`src/rtl/order_sequencer_if.sv`:
```
// order_sequencer_if: handshake bundle between the order cache/compute engine side (master) and order_sequencer (slave)
// master drives task_start, abort, calculate_start, order, id, exec_done; slave drives the rest.
interface order_sequencer_if;
  logic       task_start;
  logic       abort;
  logic       pop_order_en;
  logic       calculate_start;
  logic [2:0] order;
  logic [7:0] id;
  logic       exec_start;
  logic [2:0] exec_order;
  logic [7:0] exec_id;
  logic       exec_done;
  logic       busy;
  logic       task_done;
  logic       task_error;
  logic [1:0] err_code;
  logic [9:0] orders_done;
  modport master (
    output task_start, abort, calculate_start, order, id, exec_done,
    input  pop_order_en, exec_start, exec_order, exec_id, busy, task_done, task_error, err_code, orders_done
  );
  modport slave (
    input  task_start, abort, calculate_start, order, id, exec_done,
    output pop_order_en, exec_start, exec_order, exec_id, busy, task_done, task_error, err_code, orders_done
  );
endinterface

```
`src/rtl/order_sequencer.sv`:
```
// order_sequencer: pops cached orders one by one, dispatches executable ones to the compute engine, reports task status
// Ports: system_clk (rising edge), rst_n (async active-low), bus (order_sequencer_if.slave):
//   task control  task_start, abort -> busy, task_done, task_error, err_code, orders_done
//   order cache   pop_order_en -> calculate_start, order, id
//   engine        exec_start, exec_order, exec_id -> exec_done
module order_sequencer #(
  parameter logic [31:0] WDOG_LIMIT = 32'd100_000_000,
  parameter int unsigned MAX_ORDERS = 512
) (
  input logic              system_clk,
  input logic              rst_n,
  order_sequencer_if.slave bus
);
  typedef enum logic [2:0] {IDLE, POP, LOAD, DISPATCH, RUN, FINISH} state_t;
  state_t      st, nxt;
  logic [9:0]  pop_count;
  logic [1:0]  load_cnt;
  logic [31:0] wdog;
  logic        accept, full, legal, wdog_exp, err_set;
  logic [1:0]  err_val;
  assign accept   = st == IDLE && bus.task_start;
  assign full     = pop_count >= 10'(MAX_ORDERS);
  assign legal    = bus.order != 3'd0 && bus.order < 3'd5;
  // expiry is flagged one count early so FINISH lands exactly WDOG_LIMIT cycles after exec_start
  assign wdog_exp = wdog >= WDOG_LIMIT - 32'd1;
  always_ff @(posedge system_clk or negedge rst_n)
    if (!rst_n) st <= IDLE;
    else st <= nxt;
  always_comb begin
    nxt = st;
    err_set = 1'b0;
    err_val = 2'd0;
    if (bus.abort && st != IDLE && st != FINISH) begin
      nxt = FINISH;
      err_set = 1'b1;
      err_val = 2'd3;
    end else
      case (st)
        IDLE: nxt = bus.task_start ? POP : IDLE;
        POP: begin
          nxt = full ? FINISH : LOAD;
          err_set = full;
          err_val = 2'd3;
        end
        LOAD:
          if (bus.calculate_start) begin
            nxt = bus.order == 3'd0 ? POP : legal ? DISPATCH : FINISH;
            err_set = bus.order > 3'd5;
            err_val = 2'd1;
          end else if (load_cnt == 2'd3) begin
            nxt = FINISH;
            err_set = 1'b1;
            err_val = 2'd2;
          end
        DISPATCH: nxt = RUN;
        RUN:
          if (bus.exec_done) nxt = POP;
          else if (wdog_exp) begin
            nxt = FINISH;
            err_set = 1'b1;
            err_val = 2'd2;
          end
        FINISH: nxt = IDLE;
        default: nxt = IDLE;
      endcase
  end
  always_comb begin
    bus.busy = st != IDLE;
    bus.pop_order_en = st == POP && !full;
    bus.task_done = st == FINISH;
  end
  // exec_start is registered off DISPATCH, giving the two-cycle calculate_start -> exec_start latency
  always_ff @(posedge system_clk or negedge rst_n)
    if (!rst_n) begin
      pop_count <= '0;
      load_cnt <= '0;
      wdog <= '0;
      bus.exec_start <= 1'b0;
      bus.exec_order <= '0;
      bus.exec_id <= '0;
      bus.orders_done <= '0;
      bus.err_code <= '0;
      bus.task_error <= 1'b0;
    end else begin
      pop_count <= accept ? '0 : bus.pop_order_en && pop_count != '1 ? pop_count + 10'd1 : pop_count;
      load_cnt <= st == LOAD ? load_cnt + 2'd1 : 2'd0;
      wdog <= st == DISPATCH ? '0 : st == RUN && wdog != '1 ? wdog + 32'd1 : wdog;
      bus.exec_start <= st == DISPATCH && nxt == RUN;
      if (st == LOAD && bus.calculate_start && legal) begin
        bus.exec_order <= bus.order;
        bus.exec_id <= bus.id;
      end
      bus.orders_done <= accept ? '0 : st == RUN && nxt == POP && bus.orders_done != '1 ? bus.orders_done + 10'd1 : bus.orders_done;
      bus.err_code <= accept ? 2'd0 : err_set ? err_val : bus.err_code;
      bus.task_error <= accept ? 1'b0 : st == FINISH ? bus.err_code != 2'd0 : bus.task_error;
    end
endmodule

```
`src/flat_wrapper.sv`:
```
// flat-port wrapper written by rule: the top's interface ports become plain ports
module order_sequencer_flat 
#(
  parameter logic [31:0] WDOG_LIMIT = 32'd100_000_000,
  parameter int unsigned MAX_ORDERS = 512
)
  (system_clk, rst_n, bus_task_start, bus_abort, bus_calculate_start, bus_order, bus_id, bus_exec_done, bus_pop_order_en, bus_exec_start, bus_exec_order, bus_exec_id, bus_busy, bus_task_done, bus_task_error, bus_err_code, bus_orders_done);
  order_sequencer_if bus_i ();
  input logic system_clk;
  input logic rst_n;
  input wire logic [$bits(bus_i.task_start)-1:0] bus_task_start;
  input wire logic [$bits(bus_i.abort)-1:0] bus_abort;
  input wire logic [$bits(bus_i.calculate_start)-1:0] bus_calculate_start;
  input wire logic [$bits(bus_i.order)-1:0] bus_order;
  input wire logic [$bits(bus_i.id)-1:0] bus_id;
  input wire logic [$bits(bus_i.exec_done)-1:0] bus_exec_done;
  output wire logic [$bits(bus_i.pop_order_en)-1:0] bus_pop_order_en;
  output wire logic [$bits(bus_i.exec_start)-1:0] bus_exec_start;
  output wire logic [$bits(bus_i.exec_order)-1:0] bus_exec_order;
  output wire logic [$bits(bus_i.exec_id)-1:0] bus_exec_id;
  output wire logic [$bits(bus_i.busy)-1:0] bus_busy;
  output wire logic [$bits(bus_i.task_done)-1:0] bus_task_done;
  output wire logic [$bits(bus_i.task_error)-1:0] bus_task_error;
  output wire logic [$bits(bus_i.err_code)-1:0] bus_err_code;
  output wire logic [$bits(bus_i.orders_done)-1:0] bus_orders_done;
  assign bus_i.task_start = bus_task_start;
  assign bus_i.abort = bus_abort;
  assign bus_i.calculate_start = bus_calculate_start;
  assign bus_i.order = bus_order;
  assign bus_i.id = bus_id;
  assign bus_i.exec_done = bus_exec_done;
  assign bus_pop_order_en = bus_i.pop_order_en;
  assign bus_exec_start = bus_i.exec_start;
  assign bus_exec_order = bus_i.exec_order;
  assign bus_exec_id = bus_i.exec_id;
  assign bus_busy = bus_i.busy;
  assign bus_task_done = bus_i.task_done;
  assign bus_task_error = bus_i.task_error;
  assign bus_err_code = bus_i.err_code;
  assign bus_orders_done = bus_i.orders_done;
  order_sequencer #(.WDOG_LIMIT(WDOG_LIMIT), .MAX_ORDERS(MAX_ORDERS)) u_core (.system_clk(system_clk), .rst_n(rst_n), .bus(bus_i));
endmodule
```
`config.mk`:
```
export PLATFORM = sky130hd
export DESIGN_NAME = order_sequencer_flat
export DESIGN_NICKNAME = d
export VERILOG_FILES = /design/src/rtl/order_sequencer_if.sv /design/src/rtl/order_sequencer.sv /design/src/flat_wrapper.sv
export SDC_FILE = /design/constraint.sdc
export NUM_CORES = 1
export LEC_CHECK = 0
export ABC_AREA = 0
export BUFFER_PORTS_ARGS = -buffer_cell sky130_fd_sc_hd__buf_2
export CORE_MARGIN = 3
export CORE_UTILIZATION = 60
export CTS_CLUSTER_SIZE = 16
export DETAILED_ROUTE_END_ITERATION = 7
export GPL_TIMING_DRIVEN = 0
export PLACE_DENSITY = 0.8
export SLEW_MARGIN = 20
export SYNTH_ARGS = -nofsm -noshare
export SYNTH_HDL_FRONTEND = slang
export SYNTH_SLANG_ARGS = --single-unit
```
`constraint.sdc`:
```
create_clock -name system_clk -period 3.25 [get_ports system_clk]
set_input_delay 0.65 -clock system_clk [delete_from_list [all_inputs] [get_ports system_clk]]
set_output_delay 0.65 -clock system_clk [all_outputs]
set_load 0.03 [all_outputs]
```
==> flow_metrics.py <==
metrics = {
    "setup_path": {
        "reg2reg_slack_ns": 0.80,
        "worst_setup_path_start_kind": "register",
        "path_class": "register to output pin",
        "cp_slowest_stage_delay_ns": 0.35,
        "cp_top_family": "buffers and inverters",
        "path_buf_inv": 3,
        "crit-reg2reg-launch": "u_core.st[0]",
        "critical_path_arrival_ns": 1.85,
        "crit_required_ns": 2.60,
        "critPathSlowestCell": "nor3b_1",
        "r2r_cells": 6,
        "rr_endpoint": "u_core.wdog[25]",
        "crit_fanout": 10,
        "end_kind": "output pin",
        "cp_cell_sequence": "clkbuf_1, buf_2, nor3b_1, buf_2",
        "cpMostUsedCell": "buf_2",
    },
    "power": {
        "cellLeakagePower_nw": 2.054,
        "ir_drop_mv": 0.6000,
        "total_power_w": 0.003042,
        "comb_power_share_pct": 36.2,
        "p_per_area_mw_per_mm2": 666.2,
        "p_switching_w": 0.001188,
        "power_frac_seq_pct": 38.5,
        "switching_share_pct": 39.04,
        "clkPwrFrac_pct": 25.3,
        "p_int_w": 0.001855,
    },
    "timing": {
        "max_freq_ghz": 0.3994,
        "finalWorstSetupSlack_ns": 0.7464,
        "hold_viol": 0,
        "max_slew.worst_pin.slew_ns": 0.7950,
        "layout_min_cycle_time_ns": 2.504,
        "setup-violations-final": 0,
        "grt_setup_unrepaired": "no",
        "max_slew_margin_pct": 46.16,
        "setup_tns_ns": 0,
        "fin_crit_sh_pct": 77.03,
        "skew_ns": 0.01052,
        "slew_viol_final": 0,
    },
    "logic_synthesis": {
        "synth-seq-area-share_pct": 44.96,
        "ys_async_sr_fraction_pct": 100.0,
        "synth_nets": 439,
        "ys_dominant_reg_cell": "dfrtp_1",
        "synth-edff-count": 0,
        "synth_fa_ha_area_share_pct": 1.561,
        "synth_warnings": 0,
        "synth_top_family_by_area": "simple AND/OR/NAND/NOR gates",
        "synthMuxAreaShare_pct": 5.339,
        "ys_types": 58,
        "synth_xor_xnor_area_share_pct": 2.623,
        "postSynthCellCount": 417,
        "syn-cell-area_mm2": 0.004008,
        "avgSynthCellArea_um2": 9.611,
        "synthSimpleGateAreaFrac_pct": 28.50,
        "synth_compound_area_share_pct": 13.74,
        "ys_ff_latch": 72,
    },
    "floorplanning": {
        "fp.dieH_um": 87.73,
        "pin_count": 45,
        "fp.dieW_um": 87.73,
        "fp.coreArea_mm2": 0.006422,
        "rows": 29,
        "start_util_pct": 62.40,
        "die-area_mm2": 0.007696,
    },
    "place": {
        "portBuffers": 44,
        "dp.cells": 539,
        "place_area_mm2": 0.004354,
        "dp_hpwl_mm": 6.582,
        "gp_congestion": 0.8946,
        "place_ws_ns": 0.8643,
    },
    "clocking": {
        "root_buffer": "clkbuf_8",
        "clkLatencyLatePin_ns": 0.35,
        "holdBufCountCts": 0,
        "clk_pin_slew_worst_paths_ns": 0.08,
        "cts.sinks": 72,
        "h-tree-depth": 3,
        "cts_repair_resize_count": 0,
        "cts_setup_buffers": 0,
        "cts_made_buffers": 9,
        "tritoncts": "done",
        "clk_path_buf_depth": 2,
    },
    "layout": {
        "fin_area_mm2": 0.004567,
        "diodes": 0,
        "nets": 495,
        "drive_gt1_share_pct": 19.46,
        "layout_common_cells": "72 x dfrtp_1, 49 x buf_2, 37 x nand2_1, 31 x nor2_1, 31 x a21oi_1",
        "layout_commonest_cell": "dfrtp_1",
        "regArea_mm2": 0.001802,
        "area_growth_pct": 13.96,
        "nFillCells": 472,
        "multiInputGateArea_mm2": 0.002074,
        "instances_no_fill": 555,
    },
    "global_route": {
        "grt_util_all_layers_pct": 26.00,
        "grt_pass1_wl_mm": 15.77,
        "antenna_found_initial": 0,
        "grt-ovfl-total": 0,
        "grt_max_degree": 46,
        "grt_pass1_vias": 3368,
    },
    "route": {
        "vias": 3485,
        "drt_iter0_drc": 217,
        "drt-total-wl_mm": 9.278,
        "drc": 0,
        "routedWlPerCell_um": 16.72,
        "detail-route-antenna-nets": 0,
        "firstDrtPassIters": 5,
        "viasPerCell": 6.279,
    },
    "outcome": {
        "outcome": "complete, no violations",
    },
    "run": {
        "cap_violations": 0,
    },
    "min_path": {
        "worstHoldPathType": "input port to async pin",
    },
}
[per-layer routing]
metal | vias to the layer above | wire length, um | GRT usage [%]
met5 | - | 0 | 0
met4 | 0 | 117 | 8.787
met3 | 13 | 633 | 5.738
met2 | 122 | 4628 | 42.60
met1 | 1674 | 3899 | 34.26
li1 | 1676 | - | -
[cell type report]
class | instances | area share [%]
Multi-Input combinational cell | 316 | 45.42
Sequential cell | 72 | 39.45
Timing Repair Buffer | 45 | 5.479
Clock buffer | 11 | 2.877
Buffer | 21 | 2.219
Tap cell | 77 | 2.110
Clock inverter | 5 | 1.781
Inverter | 8 | 0.6575
[how the worst max path moves through the flow]
stage                               from              end  slack, ns  depth (start not counted)
after floorplan             u_core.st[0]    bus_task_done       1.02                          3
after global placement    u_core.wdog[0]  u_core.wdog[15]       0.88                          8
after detailed placement  u_core.wdog[0]  u_core.wdog[15]       0.86                          8
after CTS                   u_core.st[0]    bus_task_done       0.73                          4
after global routing      u_core.wdog[0]  u_core.wdog[15]       0.63                          8
final                       u_core.st[0]    bus_task_done       0.75                          4
[sequential cells by signal (all words and copies together), names as in the netlist]
name and flops:
u_core.bus.exec_order 3, u_core.bus.exec_start 1, u_core.wdog 32, u_core.bus.exec_id 8
u_core.load_cnt 2, u_core.bus.task_error 1, u_core.bus.err_code 2, u_core.pop_count 10
u_core.bus.orders_done 10, u_core.st 3
[kinds of logic (layout without fill, tap and decap cells)]
family	after synthesis	in the layout
compound gates	88	88
xor+xnor	12	12
fa+ha+maj	5	5
buf+inv	29	90
flops	72	72
mux	20	20
simple gates	191	191
[worst register-to-register path, stage by stage (launching register included)]
cell and delay, ns:
dfrtp_1 0.36, clkbuf_1 0.19, nand4bb_1 0.39, nor4_4 0.51, o311ai_1 0.39, or3_1 0.40
a21oi_1 0.14
[power groups by stage]
stage               Clock (W)  Sequential, W  Combinational, W
global route         0.000820        0.00119           0.00121
detailed placement          0        0.00119           0.00109
CTS                  0.000781        0.00117           0.00111
global placement            0        0.00117           0.00107
floorplan                   0        0.00137          0.000587
finish               0.000769        0.00117           0.00110
[metrics by stage]
step / hold WS [ns] / util [%]
6_report: 0.2172 / 71.11
5_1_grt: 0.2300 / 71.11
4_1_cts: 0.2187 / 71.11
3_5_place_dp: 0.4446 / 67.80
3_3_place_gp: 0.4209 / 67.33
2_1_floorplan: 0.3544 / -
[synthesized netlist by cell type (8+ instances only)]
master | n | area share (%)
dfrtp_1 | 72 | 45
nand2_1 | 37 | 3.5
a21oi_1 | 31 | 3.9
nor2_1 | 31 | 2.9
nand3_1 | 19 | 2.4
o21ai_0 | 17 | 2.1
or3_1 | 17 | 2.7
nand4_1 | 16 | 2.5
clkbuf_1 | 11 | 1.0
mux2_2 | 11 | 3.1
mux2i_1 | 9 | 2.2
nor3_1 | 9 | 1.1
inv_1 | 8 | 0.75
or4_1 | 8 | 1.5
Power figures use the tool's default switching activity.
